--- src/rtl/colour_zone_detect.sv ---
`default_nettype none
// ============================================================================
// Module      : colour_zone_detect
// Description : Per-frame colour screening of an RGB444 pixel stream. The
//               frame is split into NUM_ZONES equal-width vertical strips.
//               Each pixel whose selected channel is strong and whose other
//               two channels are weak is counted against its strip. At the
//               end of every complete frame the per-strip counts, threshold
//               flags, the dominant strip and a summary flag are registered
//               and a one-cycle frame_done pulse is issued.
//
// Ports
//   clk            in   sole clock, rising edge
//   reset          in   asynchronous, active-low reset
//   data_in[11:0]  in   pixel: [11:8] R, [7:4] G, [3:0] B
//   valid          in   data_in carries a pixel this cycle
//   startofpacket  in   frame start; with valid, data_in is pixel (0,0)
//   colour_sel[1:0]in   00 red, 01 green, 10 blue, 11 never matches
//   zone_flags     out  per-zone threshold met in last completed frame
//   zone_counts    out  packed per-zone matched-pixel counts
//   dominant_zone  out  index of zone with largest count (lowest on tie)
//   any_flag       out  OR of zone_flags
//   frame_done     out  one-cycle pulse when results update
//
// Revision    : 1.0 - initial release
// ============================================================================
module colour_zone_detect #(
    parameter int         IMG_WIDTH      = 320,
    parameter int         IMG_HEIGHT     = 240,
    parameter int         NUM_ZONES      = 4,
    parameter int         SCREEN_PERCENT = 80,
    parameter logic [3:0] CH_MIN         = 4'hC,
    parameter logic [3:0] CH_MAX_OTHER   = 4'h4,
    localparam int        c_CW           = $clog2(IMG_WIDTH * IMG_HEIGHT + 1),
    localparam int        c_ZW           = (NUM_ZONES > 1) ? $clog2(NUM_ZONES) : 1
) (
    input  logic                        clk,
    input  logic                        reset,
    input  logic [11:0]                 data_in,
    input  logic                        valid,
    input  logic                        startofpacket,
    input  logic [1:0]                  colour_sel,
    output logic [NUM_ZONES-1:0]        zone_flags,
    output logic [NUM_ZONES*c_CW-1:0]   zone_counts,
    output logic [c_ZW-1:0]             dominant_zone,
    output logic                        any_flag,
    output logic                        frame_done
);

    // ------------------------------------------------------------------------
    // Derived constants
    // ------------------------------------------------------------------------
    localparam int c_ZONE_W = IMG_WIDTH / NUM_ZONES;
    localparam int c_ZCW    = (c_ZONE_W > 1) ? $clog2(c_ZONE_W) : 1;
    localparam int c_RW     = (IMG_HEIGHT > 1) ? $clog2(IMG_HEIGHT) : 1;

    localparam logic [c_ZCW-1:0] c_ZCOL_LAST = c_ZCW'(c_ZONE_W - 1);
    localparam logic [c_ZW-1:0]  c_ZONE_LAST = c_ZW'(NUM_ZONES - 1);
    localparam logic [c_RW-1:0]  c_ROW_LAST  = c_RW'(IMG_HEIGHT - 1);
    localparam logic [c_CW-1:0]  c_ZONE_PIX  = c_CW'(c_ZONE_W * IMG_HEIGHT);
    // Flag threshold in "count * 100" units, kept at 64 bits so the
    // comparison can never overflow for any legal image size.
    localparam logic [63:0]      c_THRESH    = 64'(SCREEN_PERCENT) * 64'(c_ZONE_W) * 64'(IMG_HEIGHT);

    generate
        if ((IMG_WIDTH % NUM_ZONES) != 0) begin : g_bad_zone_split
            $error("colour_zone_detect: NUM_ZONES must divide IMG_WIDTH exactly");
        end
        if ((SCREEN_PERCENT < 1) || (SCREEN_PERCENT > 100)) begin : g_bad_percent
            $error("colour_zone_detect: SCREEN_PERCENT must be within 1..100");
        end
    endgenerate

    // ------------------------------------------------------------------------
    // State machine
    // ------------------------------------------------------------------------
    typedef enum logic [0:0] {
        ST_IDLE  = 1'b0,
        ST_COUNT = 1'b1
    } state_t;

    state_t r_state;
    state_t w_state_next;

    // ------------------------------------------------------------------------
    // Registers
    // ------------------------------------------------------------------------
    logic [1:0]       r_sel;
    logic [c_ZCW-1:0] r_zcol;   // column within the current zone
    logic [c_ZW-1:0]  r_zone;
    logic [c_RW-1:0]  r_row;
    logic [c_CW-1:0]  r_acc [NUM_ZONES];

    logic [NUM_ZONES-1:0]      r_zone_flags;
    logic [NUM_ZONES*c_CW-1:0] r_zone_counts;
    logic [c_ZW-1:0]           r_dominant_zone;
    logic                      r_any_flag;
    logic                      r_frame_done;

    // ------------------------------------------------------------------------
    // Combinational datapath
    // ------------------------------------------------------------------------
    logic [1:0]       w_sel;
    logic [c_ZCW-1:0] w_zcol;
    logic [c_ZW-1:0]  w_zone;
    logic [c_RW-1:0]  w_row;
    logic [c_ZCW-1:0] w_zcol_next;
    logic [c_ZW-1:0]  w_zone_next;
    logic [c_RW-1:0]  w_row_next;
    logic             w_accept;
    logic             w_last;
    logic             w_match;
    logic [3:0]       w_r;
    logic [3:0]       w_g;
    logic [3:0]       w_b;
    logic [c_CW-1:0]  w_acc_next [NUM_ZONES];

    logic [NUM_ZONES-1:0]      w_flags;
    logic [NUM_ZONES*c_CW-1:0] w_counts;
    logic [c_ZW-1:0]           w_dom;
    logic [c_CW-1:0]           w_best_cnt;

    // A start-of-packet behaves as though position and accumulators were
    // already cleared, so a pixel arriving alongside it is counted as (0,0).
    always_comb begin
        w_sel    = startofpacket ? colour_sel : r_sel;
        w_zcol   = startofpacket ? '0 : r_zcol;
        w_zone   = startofpacket ? '0 : r_zone;
        w_row    = startofpacket ? '0 : r_row;
        w_accept = valid && (startofpacket || (r_state == ST_COUNT));
        w_last   = w_accept && (w_zcol == c_ZCOL_LAST) &&
                   (w_zone == c_ZONE_LAST) && (w_row == c_ROW_LAST);
    end

    // Colour match
    always_comb begin
        w_r = data_in[11:8];
        w_g = data_in[7:4];
        w_b = data_in[3:0];
        case (w_sel)
            2'b00:   w_match = (w_r >= CH_MIN) && (w_g <= CH_MAX_OTHER) && (w_b <= CH_MAX_OTHER);
            2'b01:   w_match = (w_g >= CH_MIN) && (w_r <= CH_MAX_OTHER) && (w_b <= CH_MAX_OTHER);
            2'b10:   w_match = (w_b >= CH_MIN) && (w_r <= CH_MAX_OTHER) && (w_g <= CH_MAX_OTHER);
            default: w_match = 1'b0;
        endcase
    end

    // Position tracking: zone index steps every c_ZONE_W columns, so no
    // divider is needed to find the zone of a pixel.
    always_comb begin
        w_zcol_next = w_zcol;
        w_zone_next = w_zone;
        w_row_next  = w_row;
        if (w_accept) begin
            if (w_zcol == c_ZCOL_LAST) begin
                w_zcol_next = '0;
                if (w_zone == c_ZONE_LAST) begin
                    w_zone_next = '0;
                    w_row_next  = (w_row == c_ROW_LAST) ? '0 : w_row + c_RW'(1);
                end else begin
                    w_zone_next = w_zone + c_ZW'(1);
                end
            end else begin
                w_zcol_next = w_zcol + c_ZCW'(1);
            end
        end
    end

    // Accumulator update, saturating at the zone pixel count
    always_comb begin
        for (int z = 0; z < NUM_ZONES; z++) begin
            w_acc_next[z] = startofpacket ? '0 : r_acc[z];
            if (w_accept && w_match && (w_zone == c_ZW'(z)) &&
                (w_acc_next[z] != c_ZONE_PIX)) begin
                w_acc_next[z] = w_acc_next[z] + c_CW'(1);
            end
        end
    end

    // Frame results, computed from the counts including the final pixel
    always_comb begin
        w_flags    = '0;
        w_counts   = '0;
        w_dom      = '0;
        w_best_cnt = w_acc_next[0];
        for (int z = 0; z < NUM_ZONES; z++) begin
            w_counts[z*c_CW +: c_CW] = w_acc_next[z];
            w_flags[z] = ((64'(w_acc_next[z]) * 64'd100) >= c_THRESH);
        end
        // Strict greater-than keeps the lowest index on ties
        for (int z = 1; z < NUM_ZONES; z++) begin
            if (w_acc_next[z] > w_best_cnt) begin
                w_best_cnt = w_acc_next[z];
                w_dom      = c_ZW'(z);
            end
        end
    end

    // Next-state logic
    always_comb begin
        w_state_next = r_state;
        case (r_state)
            ST_IDLE: begin
                if (startofpacket) begin
                    w_state_next = w_last ? ST_IDLE : ST_COUNT;
                end
            end
            ST_COUNT: begin
                if (w_last) begin
                    w_state_next = ST_IDLE;
                end
            end
            default: w_state_next = ST_IDLE;
        endcase
    end

    // ------------------------------------------------------------------------
    // Sequential logic
    // ------------------------------------------------------------------------
    always_ff @(posedge clk or negedge reset) begin
        if (!reset) begin
            r_state <= ST_IDLE;
        end else begin
            r_state <= w_state_next;
        end
    end

    always_ff @(posedge clk or negedge reset) begin
        if (!reset) begin
            r_sel  <= 2'b00;
            r_zcol <= '0;
            r_zone <= '0;
            r_row  <= '0;
            for (int z = 0; z < NUM_ZONES; z++) begin
                r_acc[z] <= '0;
            end
        end else begin
            if (startofpacket) begin
                r_sel <= colour_sel;
            end
            r_zcol <= w_zcol_next;
            r_zone <= w_zone_next;
            r_row  <= w_row_next;
            for (int z = 0; z < NUM_ZONES; z++) begin
                r_acc[z] <= w_acc_next[z];
            end
        end
    end

    always_ff @(posedge clk or negedge reset) begin
        if (!reset) begin
            r_zone_flags    <= '0;
            r_zone_counts   <= '0;
            r_dominant_zone <= '0;
            r_any_flag      <= 1'b0;
            r_frame_done    <= 1'b0;
        end else begin
            r_frame_done <= w_last;
            if (w_last) begin
                r_zone_flags    <= w_flags;
                r_zone_counts   <= w_counts;
                r_dominant_zone <= w_dom;
                r_any_flag      <= |w_flags;
            end
        end
    end

    assign zone_flags    = r_zone_flags;
    assign zone_counts   = r_zone_counts;
    assign dominant_zone = r_dominant_zone;
    assign any_flag      = r_any_flag;
    assign frame_done    = r_frame_done;

endmodule
`default_nettype wire

--- config.mk ---
export PLATFORM = sky130hd
export DESIGN_NAME = colour_zone_detect
export DESIGN_NICKNAME = d
export VERILOG_FILES = /design/src/rtl/colour_zone_detect.sv
export SDC_FILE = /design/constraint.sdc
export NUM_CORES = 1
export LEC_CHECK = 0
export BUFFER_PORTS_ARGS = -buffer_cell sky130_fd_sc_hd__clkbuf_2
export CAP_MARGIN = 20
export CORE_ASPECT_RATIO = 0.6
export CORE_MARGIN = 2
export CORE_UTILIZATION = 50
export DETAILED_ROUTE_END_ITERATION = 10
export PLACE_DENSITY = 0.68
export SLEW_MARGIN = 20
export SYNTH_ARGS = -nofsm -noshare
export SYNTH_HDL_FRONTEND = slang
export SYNTH_SLANG_ARGS = --single-unit
--- constraint.sdc ---
create_clock -name clk -period 11.9 [get_ports clk]
set_input_delay 1.785 -clock clk [delete_from_list [all_inputs] [get_ports clk]]
set_output_delay 1.785 -clock clk [all_outputs]
set_load 0.03 [all_outputs]
==> metrics.cfg <==
[sta]
rsz0062_at_grt = false
slew_violations = 0
hold_viol_final = 0
slew_headroom = 0.316
tightest_slew_ps = 1010
tns_ps = 0
layout_min_cycle_time_ps = 10910
setup_viol = 0
fmaxAchievable_ghz = 0.0917
finalClockSkew_ps = 12.1
post-route-period-util = 0.917

[critical_path]
critical_path.endpoint = dominant_zone[1]
cp.depth = 43
critPathSlowestCell = a221oi_1
rr_worst_depth = 41
start_kind = input pin
reg2reg_to = dominant_zone[1]
cp.arrival_ps = 11240
critPathMaxFanout = 31
cp_slowest_stage_delay_ps = 590
required_ps = 12230
r2r-start = r_acc[44]
end_kind = register
cp.buffers_inverters = 2
path_delay_family = compound AO/OA/AOI/OAI gates
crit_path_frequent_cell = o21a_1
reg2reg_slack_ps = 2320
path_class = in -> reg
crit_start = startofpacket

[logic_synthesis]
ys_seq_area_frac = 0.261
async_flop_share = 1.00
syn-cell-area_um2 = 15700
ys_warn_count = 0
synth_top_flop_cell = dfrtp_1
synth_seq_cells = 164
syn_inst = 1794
synth_edf_count = 0
synth.distinct_cells = 78
synth_nets = 2148
syn_area_per_cell_um2 = 8.75

[layout]
fin_nets = 2240
mostFrequentLayoutCells = ha_1 (288), inv_1 (251), nand2_1 (187)
n_antenna_cell = 0
drive_gt1_frac = 0.0943
area_delta_synth_final_pct = 9.77
final_util = 0.555
final_common_cell = ha_1

[grt]
antenna_found_initial = 0
grt_usage = 0.269
grt_pass1_wl_um = 67800
grt_pass1_vias = 12200
grt.overflow.total = 0
grt_max_degree = 107

[floorplanning]
die_h_um = 141
io_pins = 94
rows = 50
dieWidth_um = 233
coreArea_um2 = 31000
start_util = 0.506
die-area_um2 = 32900

[placed_design]
gp_congestion = 0.956
dp_hpwl_um = 34000
io_buffers = 93

[clocking]
cts_tree = yes
post_cts_buffers = 0
clock_sinks = 164
cts-resized-gates = 0
cts-root-buf = clkbuf_16
cts-buffers-inserted = 17
ctsHoldBuffers = 0
clk_latency_ps = 460
cts.clk_slew.worst_paths_ps = 70
h-tree-depth = 4
cts_max_path_buffers = 2

[pwr]
leakagePower_uw = 0.00955
power_uw = 1180
p_per_area_nw_per_um2 = 68.4
ir_drop_v = 0.000105

[min_path]
hold_start = zone_counts[49]
hp-class = reg -> reg
min_delay_path_depth = 2

[drt]
ant_nets = 0
dr.pass1.iters = 5
avgRoutedWirePerCell_um = 18.5
wirelength_um = 42800
viasPerCell = 5.61
drt-initial-drc-count = 1333
drc = 0
num_vias = 13000

[run_status]
status = complete, no violations

[job]
max_cap_viol_count = 0

[cell usage after synthesis (6+ instances only)]
cell type  instances  area share
a2111oi_0          7      0.0039
a21o_1            27       0.013
a21oi_1           69       0.022
a31oi_1           15      0.0060
and2_1             6      0.0024
and3_1            17      0.0068
clkbuf_1          33      0.0079
dfrtp_1          164        0.26
fa_1              48       0.061
ha_1             288        0.23
inv_1            251       0.060
nand2_1          187       0.045
nand2b_1          32       0.013
nand3_1           41       0.013
nand4_1           29       0.012
nor2_1           109       0.026
nor2b_1           39       0.016
nor3_1            32       0.010
nor4_1             7      0.0028
nor4b_1            9      0.0050
o211ai_1          11      0.0053
o21a_1            22       0.011
o21ai_0          112       0.036
o31ai_1           18      0.0086
or2_2             10      0.0040
xnor2_1           52       0.029
xor2_1            50       0.028
[worst min-delay path, delay by kind of cell, from the launching register on]
kind	cells	cell delay [ps]
AO/OA/AOI/OAI	1	60
flip-flops	1	340
AND/OR/NAND/NOR	1	50
[metrics by stage]
step                cells  hold slack (ps)  setup WS (ps)  instance area [um^2]
finish               2315              482            992                 17200
global placement     2283              459           1070                 16700
detailed placement   2283              464            874                 16700
floorplan            1794              489           1380                 15700
CTS                  2315              484           1300                 17200
global route         2315              506            450                 17200
[logic make-up (layout without fill, tap and decap cells)]
family	count (synthesis)	count (layout)	synth area share
compound gates	331	331	0.134
xor+xnor	103	103	0.0580
fa+ha+maj	337	337	0.292
buf+inv	293	398	0.0725
flops	164	164	0.261
mux	11	11	0.00789
simple gates	555	555	0.175
[registers in the layout, indices dropped and copies added (netlist names), 2 cells and up]
register	cells
r_row	8
dominant_zone	2
zone_flags	4
zone_counts	68
r_acc	68
r_zcol	7
r_sel	2
r_zone	2
[final cells by class]
class                      count  area [um^2]
sequential                   164         4100
fill                        2837        13800
tap                          416          520
timing repair buffer         115          642
inverter                     251          942
clock inverter                13          111
clock buffer                  19          453
multi-input combinational   1337        10500
[worst min-delay path by stage]
stage	to	slack (ps)
global placement	zone_counts[56]	460
global route	zone_counts[36]	510
floorplan	r_state	490
CTS	zone_counts[36]	480
finish	zone_counts[49]	480
detailed placement	zone_counts[36]	460
[report_power, final]
group          total (uW)  internal, uW  leakage, uW  switching [uW]
registers             559           559      0.00228           0.617
logic                65.9          21.8      0.00699            44.1
clock network         554           285     0.000276             269
total                1180           865      0.00955             313
[routing by layer]
| metal | wire length [um] | track usage | vias up |
|---|---|---|---|
| met3 | 3680 | 0.0655 | 35 |
| met5 | 0 | 0 | - |
| li1 | - | - | 6298 |
| met4 | 583 | 0.0567 | 0 |
| met2 | 16500 | 0.360 | 431 |
| met1 | 22100 | 0.427 | 6214 |
(Power assumes the default switching activity.)
